--- config.mk ---
export PLATFORM = sky130hd
export DESIGN_NAME = mmult
export DESIGN_NICKNAME = d
export VERILOG_FILES = /design/src/rtl/mmult_pkg.sv /design/src/rtl/mmult_dot4.sv /design/src/rtl/mmult.sv
export SDC_FILE = /design/constraint.sdc
export NUM_CORES = 2
export LEC_CHECK = 0
export CORE_ASPECT_RATIO = 0.75
export CORE_UTILIZATION = 54
export DETAILED_ROUTE_END_ITERATION = 10
export PLACE_DENSITY = 0.79
export SYNTH_ARGS = -nofsm -noshare
export SYNTH_HDL_FRONTEND = slang
export SYNTH_SLANG_ARGS = --single-unit
--- constraint.sdc ---
create_clock -name clk -period 10.4 [get_ports clk]
set_input_delay 1.04 -clock clk [delete_from_list [all_inputs] [get_ports clk]]
set_output_delay 1.04 -clock clk [all_outputs]
set_load 0.05 [all_outputs]
--- src/rtl/mmult_pkg.sv ---
// Shared sizes, FSM state encoding and flattened-element offset helpers for the
// 4x4 matrix multiplier.
package mmult_pkg;

    localparam int MM_N  = 4;
    localparam int MM_DW = 8;
    localparam int MM_RW = 18;

    typedef enum logic [1:0] {
        IDLE,
        CALC,
        DONE
    } state_t;

    // Bit offset of operand element (i,j) inside a flattened 128-bit matrix.
    function automatic logic [6:0] op_off(input logic [1:0] i, input logic [1:0] j);
        return {i, j, 3'b000};
    endfunction

    // Bit offset of result element (i,j) inside the flattened 288-bit matrix.
    function automatic logic [8:0] res_off(input logic [1:0] i, input logic [1:0] j);
        logic [8:0] elem;
        elem = {5'b00000, i, j};
        return elem * 9'd18;
    endfunction

endpackage

--- src/rtl/mmult_dot4.sv ---
// Combinational 4-term unsigned dot product of 8-bit operands into an
// 18-bit sum; the width holds 4*255*255 without wrapping.
module mmult_dot4
    import mmult_pkg::*;
(
    input  logic [MM_N-1:0][MM_DW-1:0] a,
    input  logic [MM_N-1:0][MM_DW-1:0] b,
    output logic [MM_RW-1:0]           dot
);

    logic [MM_N-1:0][MM_RW-1:0] prod;

    always_comb begin
        prod = '0;
        for (int k = 0; k < MM_N; k++) begin
            prod[k] = MM_RW'(a[k]) * MM_RW'(b[k]);
        end
    end

    assign dot = prod[0] + prod[1] + prod[2] + prod[3];

endmodule

--- src/rtl/mmult.sv ---
// Sequential 4x4 unsigned matrix multiplier: latches both operands on start,
// writes one row of C per enabled cycle and holds a sticky valid when done.
module mmult
    import mmult_pkg::*;
(
    input  logic         clk,
    input  logic         reset_n,
    input  logic         enable,
    input  logic [0:127] A_mat,
    input  logic [0:127] B_mat,
    output logic         valid,
    output logic [0:287] result
);

    state_t       state;
    state_t       state_next;
    logic [1:0]   row;
    logic [0:127] a_reg;
    logic [0:127] b_reg;

    logic [MM_N-1:0][MM_DW-1:0]            a_row;
    logic [MM_N-1:0][MM_N-1:0][MM_DW-1:0]  b_col;
    logic [MM_N-1:0][MM_RW-1:0]            dot;

    // The selected A row is shared by all four column units.
    always_comb begin
        a_row = '0;
        b_col = '0;
        for (int k = 0; k < MM_N; k++) begin
            a_row[k] = a_reg[op_off(row, 2'(k)) +: MM_DW];
            for (int j = 0; j < MM_N; j++) begin
                b_col[j][k] = b_reg[op_off(2'(k), 2'(j)) +: MM_DW];
            end
        end
    end

    for (genvar j = 0; j < MM_N; j++) begin : g_col
        mmult_dot4 u_dot4 (
            .a   (a_row),
            .b   (b_col[j]),
            .dot (dot[j])
        );
    end

    always_ff @(posedge clk) begin
        if (!reset_n) state <= IDLE;
        else          state <= state_next;
    end

    always_comb begin
        state_next = state;
        case (state)
            IDLE:    if (enable) state_next = CALC;
            CALC:    if (enable && row == 2'd3) state_next = DONE;
            DONE:    state_next = DONE;
            default: state_next = IDLE;
        endcase
    end

    // NOTE: operand and result registers are cleared on reset because unwritten
    // rows must read as zero; this is a register bank, not a RAM.
    always_ff @(posedge clk) begin
        if (!reset_n) begin
            row    <= 2'd0;
            a_reg  <= '0;
            b_reg  <= '0;
            result <= '0;
        end else if (state == IDLE && enable) begin
            a_reg <= A_mat;
            b_reg <= B_mat;
            row   <= 2'd0;
        end else if (state == CALC && enable) begin
            for (int j = 0; j < MM_N; j++) begin
                result[res_off(row, 2'(j)) +: MM_RW] <= dot[j];
            end
            row <= row + 2'd1;
        end
    end

    assign valid = (state == DONE);

endmodule

Word level (Yosys, flattened, before mapping) --
Index checks and enable logic that the tools add are counted.
Storage, ports and cells: register bits after elaboration 548, latch bits 0, bits in writable memories 0, bits in read-only memories 0, word-level logic and storage cells 83, memories 0
Operators by class: add/subtract/negate cells 17, $mul 20, div/mod/pow operators 0, order comparisons 0, equal/unequal tests 5, shift-type cells 12, mux-type cells 7, bitwise gates (word level) 10, reduce and logical (&&, ||, !) cells 7
Operator list (number):
- $shift 289x11->288 const A | 4
- $shiftx 289x11->288 | 4
- $bwmux 288 | 4
- $shiftx 128x8->129 | 4
- $mul 8x8->16 | 16
- $add 18x16->18 | 8
- $add 16x16->17 | 4
- $neg 10->11 | 4
- $not 9->10 | 4
- $not 7->8 | 4
- $mul 4x4->8 const B | 2
- $mul 3x4->7 const B | 1
- $mul 2x4->6 const B | 1
- $pmux 2 s3 | 1
- $eq 2x2->1 const B | 2
- $mux 2 | 2
- $ne 2x2->1 const B | 2
- $reduce_and 2->1 | 2
- $logic_and 1x1->1 | 3
- $add 2x1->2 const B | 1
- $eq 2x1->1 const B | 1
- $logic_not 2->1 | 1
- $not 1->1 | 2
- $reduce_or 2->1 | 1

Depth between registers and ports, before layout --
depth in word-level cells 11, mapped depth 39, mapped depth without buffers 35

Modules after synthesis --
A second synthesis with hierarchy kept.
Second synthesis, totals: cell total of the unflattened synthesis 6589, area total of the unflattened synthesis 59915.0 sq um
Modules (own cells, without submodules):
- mmult | instances 1, cells each 2630, area an instance 23303.6 sq um, seq. area each 10970.5 sq um
- mmult_dot4 (g_col[0].u_dot4 ...) | instances 2, cells each 990, area an instance 9151.3 sq um, seq. area each 0.0 sq um
- mmult_dot4 (g_col[2].u_dot4) | instances 1, cells each 990, area an instance 9157.5 sq um, seq. area each 0.0 sq um
- mmult_dot4 (g_col[3].u_dot4) | instances 1, cells each 989, area an instance 9151.3 sq um, seq. area each 0.0 sq um

Worst setup path after synthesis --
OpenSTA, ideal clock, no wires.
path type reg-to-reg, from reg row[0], to reg result[17] (netlist bit), setup time 0.123 ns, data arrival time 9.611 ns, path slack 0.666 ns, stages on the path, launching flop included 33, buffers on the path 3, clock period less this slack 9.734 ns, cells stage by stage dfxtp_1 buf_1 buf_1 mux4_2 clkbuf_1 nand2_1 fa_1 fa_1 fa_1 inv_1 fa_1 fa_1 fa_1 ha_1 a21boi_0 o41ai_1 o21ba_2 xnor2_1 ha_1 fa_1 inv_1 fa_1 fa_1 inv_1 ha_1 and2_1 and3_1 a211oi_2 nor2_2 xor2_1 mux2_4 a221oi_1 nor2_1
Between the ends: longest elaborated chain between the ends 11, elaborated cells between the ends (all ways) 60, those cells by class add/sub (16); mul (20); shift (12); mux (4); bitwise (8)
RTL lines:
- start: declaration | line mmult.sv:17 | logic [1:0] row;
- start signal: assignment | line mmult.sv:76 | row <= row + 2'd1;
- $not 7->8 (not written as such) | line mmult.sv:30 | a_row[k] = a_reg[op_off(row, 2'(k)) +: MM_DW];
- $shiftx 128x8->129 | line mmult.sv:30
- $mul 8x8->16 | line mmult_dot4.sv:16 | prod[k] = MM_RW'(a[k]) * MM_RW'(b[k]);
- $add 16x16->17 | line mmult_dot4.sv:20 | assign dot = prod[0] + prod[1] + prod[2] + prod[3];
- $add 18x16->18 (2 in a row) | line mmult_dot4.sv:20
- $shiftx 289x11->288 | line mmult.sv:74 | result[res_off(row, 2'(j)) +: MM_RW] <= dot[j];
- $bwmux 288 (3 in a row) | line mmult.sv:74
- $bwmux 288 (*) | line mmult.sv:74
- end signal: indexed assignment | line mmult.sv:74
- end: declaration | line mmult.sv:12 | output logic [0:287] result
Mark *: on every way between the ends. The rest lies on a longest branch, timed or not. A chain may end at the register's enable or synchronous reset.

Worst setup path in the final report --
from reg row[1], to reg result[142] (netlist bit)
Same word-level chain as after synthesis.

==> out/qor.txt <==
Status: complete, but fails checks
Failing checks: design-rule violations
Pint: 0.00563 W
Final setup fails: 0
CTS root buffer: clkbuf_16
Post-route antenna net violation count: 0
Routed vias/inst: 5.80
Post-DP HPWL: 156 mm
Number of CTS-inserted buffers: 57
Pwr dens: 165 mW/mm^2
Hold Startpoint: a_reg[44]$_SDFFE_PN0P_
Syn Nets: 8538
Sequential fraction of the synthesis area: 0.187
Sw Ratio: 0.496
Critical path required time: 11.00 ns
F_max: 99.2 MHz
Number of flops mapped to enable cells by yosys: 0
Initial antenna violation count: 13
Hold Buf Count CTS: 0
Power Total: 0.0112 W
Synthesized cell area: 0.0588 sq mm
Mapped Avg Cell Area: 8.53 sq um
GR peak layer: met2
Vias in the first global route: 50552
Site row count: 104
Final Slew Violations: 0
Gr usage total: 0.355
Most frequent CP cell: fa_1
Maximum vdd ir drop: 0.230 mV
Yosys cell types: 81
DRT Wirelength: 198 mm
Worst-case reg-to-reg path depth: 32
GR Util met2: 0.533
Post-synth ARST share: 0
FF-to-FF setup slack: 0.32 ns
Final clock skew: 0.0838 ns
Slowest-stage cell, CP: mux4_2
P_leak: 30.9 nW
GR Layer Usage met1: 0.477
RR Endpoint: result[142]$_SDFFE_PN0P_
Worst min-delay path endpoint: a_reg[44]$_SDFFE_PN0P_
Worst path bufs/invs: 6
Final hold slack: 0.451 ns
Max FFs per register: 288
DRC viols: 22
IO buf count: 547
GP Congestion: 1.04
Ys Warns: 0
Largest net degree at the start of global routing: 221
Die Y: 288 um
Bufs on Longest Clock Path: 3
WS Path Type: reg -> reg
Critical path endpoint category: flip-flop
CP max stage delay: 0.70 ns
Final Hold Vio Count: 0
Final period util: 0.969
Prevailing post-synth register cell: dfxtp_1
Number of synthesized register bits: 548
First-pass GRT wire length: 299 mm
Num Clock Sinks: 548
Mapped Cells: 6891
Worst Path Max Fanout: 14
Die X: 383 um
Top Ports: 548
Die area: 0.110 sq mm
Worst skew pair latency: 0.70 ns
Flop pwr share: 0.241
Crit path DAT: 10.67 ns
Initial Util: 0.546
NetSw: 0.00555 W
Fill count: 9002
HP Class: reg -> reg
Vias: 50495
Core footprint: 0.108 sq mm
Unrepaired setup endpoints after global routing: no
Worst slew pin tran: 1.21 ns
TritonCTS clock tree: built
Area growth syn-to-layout: 15.1%
H-tree levels: 2
GRT Residual Overflow: 0
Worst r2r src: row[1]$_SDFFE_PP0P_
Crit start category: flip-flop
Logic pwr share: 0.564
Setup TNS: 0 ns
Largest delay share family, worst path: adder cells
Slew headroom: 0.183
Clock share of power: 0.195
DR WL/cell: 22.7 um
Met3 Usage GRT: 0.101
Initial DRC count: 5156
Proportion of layout cells with a drive suffix above 1: 0.0415
Final min period: 10.08 ns
CTS clk-pin slew, worst paths: 0.07 ns
Max Cap Viol: 0
WHS Path Cells: 2
DRT Pass-1 Iters: 11
Layout Nets: 8880
-- timing repair --
| item | CTS | global route |
|---|---|---|
| resized for setup | 0 | 7 |
| endpoints found under the setup margin | 0 | 84 |
| setup buffers | 0 | 15 |
-- area by class of cell --
class	instances	area [sq um]	share of cell area
Multi-Input combinational cell	4788	42000	0.621
Sequential cell	548	11000	0.162
Timing Repair Buffer	682	6590	0.0974
Inverter	1156	4350	0.0642
Tap cell	1431	1790	0.0265
Clock buffer	75	1550	0.0230
Clock inverter	26	367	0.00542
Antenna cell	4	10.0	0.000148
-- kinds of logic after synthesis --
group                      after synthesis  share of synthesized area
and+or+nand+nor                       2287                      0.179
buffers and inverters                 1556                     0.0998
adders and majority gates             1388                      0.403
AOI/OAI and AO/OA                      964                      0.102
DFF                                    548                      0.187
xor gates and xnor gates               101                     0.0152
muxes                                   47                     0.0150
-- cells in the final DEF, fill, tap and decap left out, drive strengths merged, types with 13 or more instances in the layout --
cell type      synthesis  final
inv                 1156   1161
nand2               1100   1100
fa                   840    840
and2                 588    588
ha                   548    548
dfxtp                548    548
clkdlybuf4s50          0    546
a21oi                458    458
nor2                 353    353
o21ai                143    143
buf                  100    136
a22oi                 89     89
clkbuf               300     75
nor3                  73     73
nand3                 68     68
xnor2                 67     67
a221oi                58     58
xor2                  34     34
mux4                  32     33
a32oi                 31     31
a21o                  31     31
and3                  30     30
a31oi                 27     27
a211oi                21     21
nor2b                 15     15
nand2b                15     15
nand4                 14     14
clkinv                 0     13
-- tightest hold or removal path, delay by kind of cell (launching register included) --
family,cells,cell delay (ns)
flops,1,0.30
compound gates,1,0.05
simple gates,1,0.05
-- cells in the mapped netlist (3+ instances only) --
master | instances | share of area
nand2_1 | 1099 | 0.070
and3_1 | 30 | 0.0032
o31a_1 | 4 | 0.00060
o21ai_0 | 141 | 0.012
a2bb2oi_1 | 3 | 0.00045
nor4_1 | 3 | 0.00032
a21oi_1 | 458 | 0.039
o21a_1 | 9 | 0.0011
nor2_1 | 352 | 0.022
a32oi_1 | 31 | 0.0046
xnor2_1 | 66 | 0.0098
xor2_1 | 34 | 0.0051
a311oi_1 | 8 | 0.0012
nor2b_1 | 15 | 0.0016
o41ai_1 | 8 | 0.0012
a21boi_0 | 4 | 0.00051
inv_1 | 1155 | 0.074
nand4_1 | 14 | 0.0015
clkbuf_1 | 300 | 0.019
a211oi_1 | 20 | 0.0026
and2_1 | 586 | 0.062
buf_1 | 91 | 0.0058
or3_1 | 10 | 0.0011
nand3_1 | 68 | 0.0058
o221ai_1 | 10 | 0.0015
mux4_2 | 32 | 0.012
a31oi_1 | 27 | 0.0029
a31o_2 | 5 | 0.00075
fa_1 | 840 | 0.29
a21o_1 | 31 | 0.0040
o211ai_1 | 10 | 0.0013
mux2i_1 | 11 | 0.0019
nand3b_1 | 3 | 0.00038
o211a_1 | 3 | 0.00051
nor3_1 | 73 | 0.0062
ha_1 | 548 | 0.12
a22oi_1 | 89 | 0.011
a221oi_1 | 58 | 0.0086
o21bai_1 | 12 | 0.0015
buf_2 | 6 | 0.00051
dfxtp_1 | 548 | 0.19
nand2b_1 | 15 | 0.0016
or2_2 | 7 | 0.00075
a211o_1 | 4 | 0.00060
-- per-layer routing --
layer	share of wire	wire [um]
met2	0.43	85400
met1	0.39	77600
met5	0.000061	12
met3	0.12	24100
met4	0.053	10400
-- worst max path at each step --
stage / cells past startpoint / end / from / slack, ns
2_1_floorplan: 32 / result[17]$_SDFFE_PN0P_ / row[0]$_SDFFE_PP0P_ / 0.67
4_1_cts: 34 / result[255]$_SDFFE_PN0P_ / row[1]$_SDFFE_PP0P_ / 0.18
3_5_place_dp: 32 / result[234]$_SDFFE_PN0P_ / row[1]$_SDFFE_PP0P_ / 0.20
3_3_place_gp: 32 / result[234]$_SDFFE_PN0P_ / row[1]$_SDFFE_PP0P_ / 0.33
5_1_grt: 34 / result[92]$_SDFFE_PN0P_ / row[1]$_SDFFE_PP0P_ / 0.008
6_report: 32 / result[142]$_SDFFE_PN0P_ / row[1]$_SDFFE_PP0P_ / 0.32
-- metrics by stage --
step / cells / util / worst slack, ns / instance area [sq um]
2_1_floorplan: 6891 / - / 0.666 / 58800
3_3_place_gp: 8589 / 0.609 / 0.328 / 65500
3_5_place_dp: 8589 / 0.609 / 0.197 / 65500
4_1_cts: 8690 / 0.626 / 0.182 / 67400
5_1_grt: 8709 / 0.629 / 0.00763 / 67700
6_report: 8710 / 0.629 / 0.324 / 67700
-- power groups by stage --
stage	logic (W)	registers, W	clock network [W]
6_report	0.00631	0.00270	0.00218
5_1_grt	0.00675	0.00272	0.00226
4_1_cts	0.00611	0.00268	0.00218
3_5_place_dp	0.00606	0.00272	0
3_3_place_gp	0.00595	0.00271	0
2_1_floorplan	0.00375	0.00254	0
Note: power is estimated with default switching activity, not from simulation.
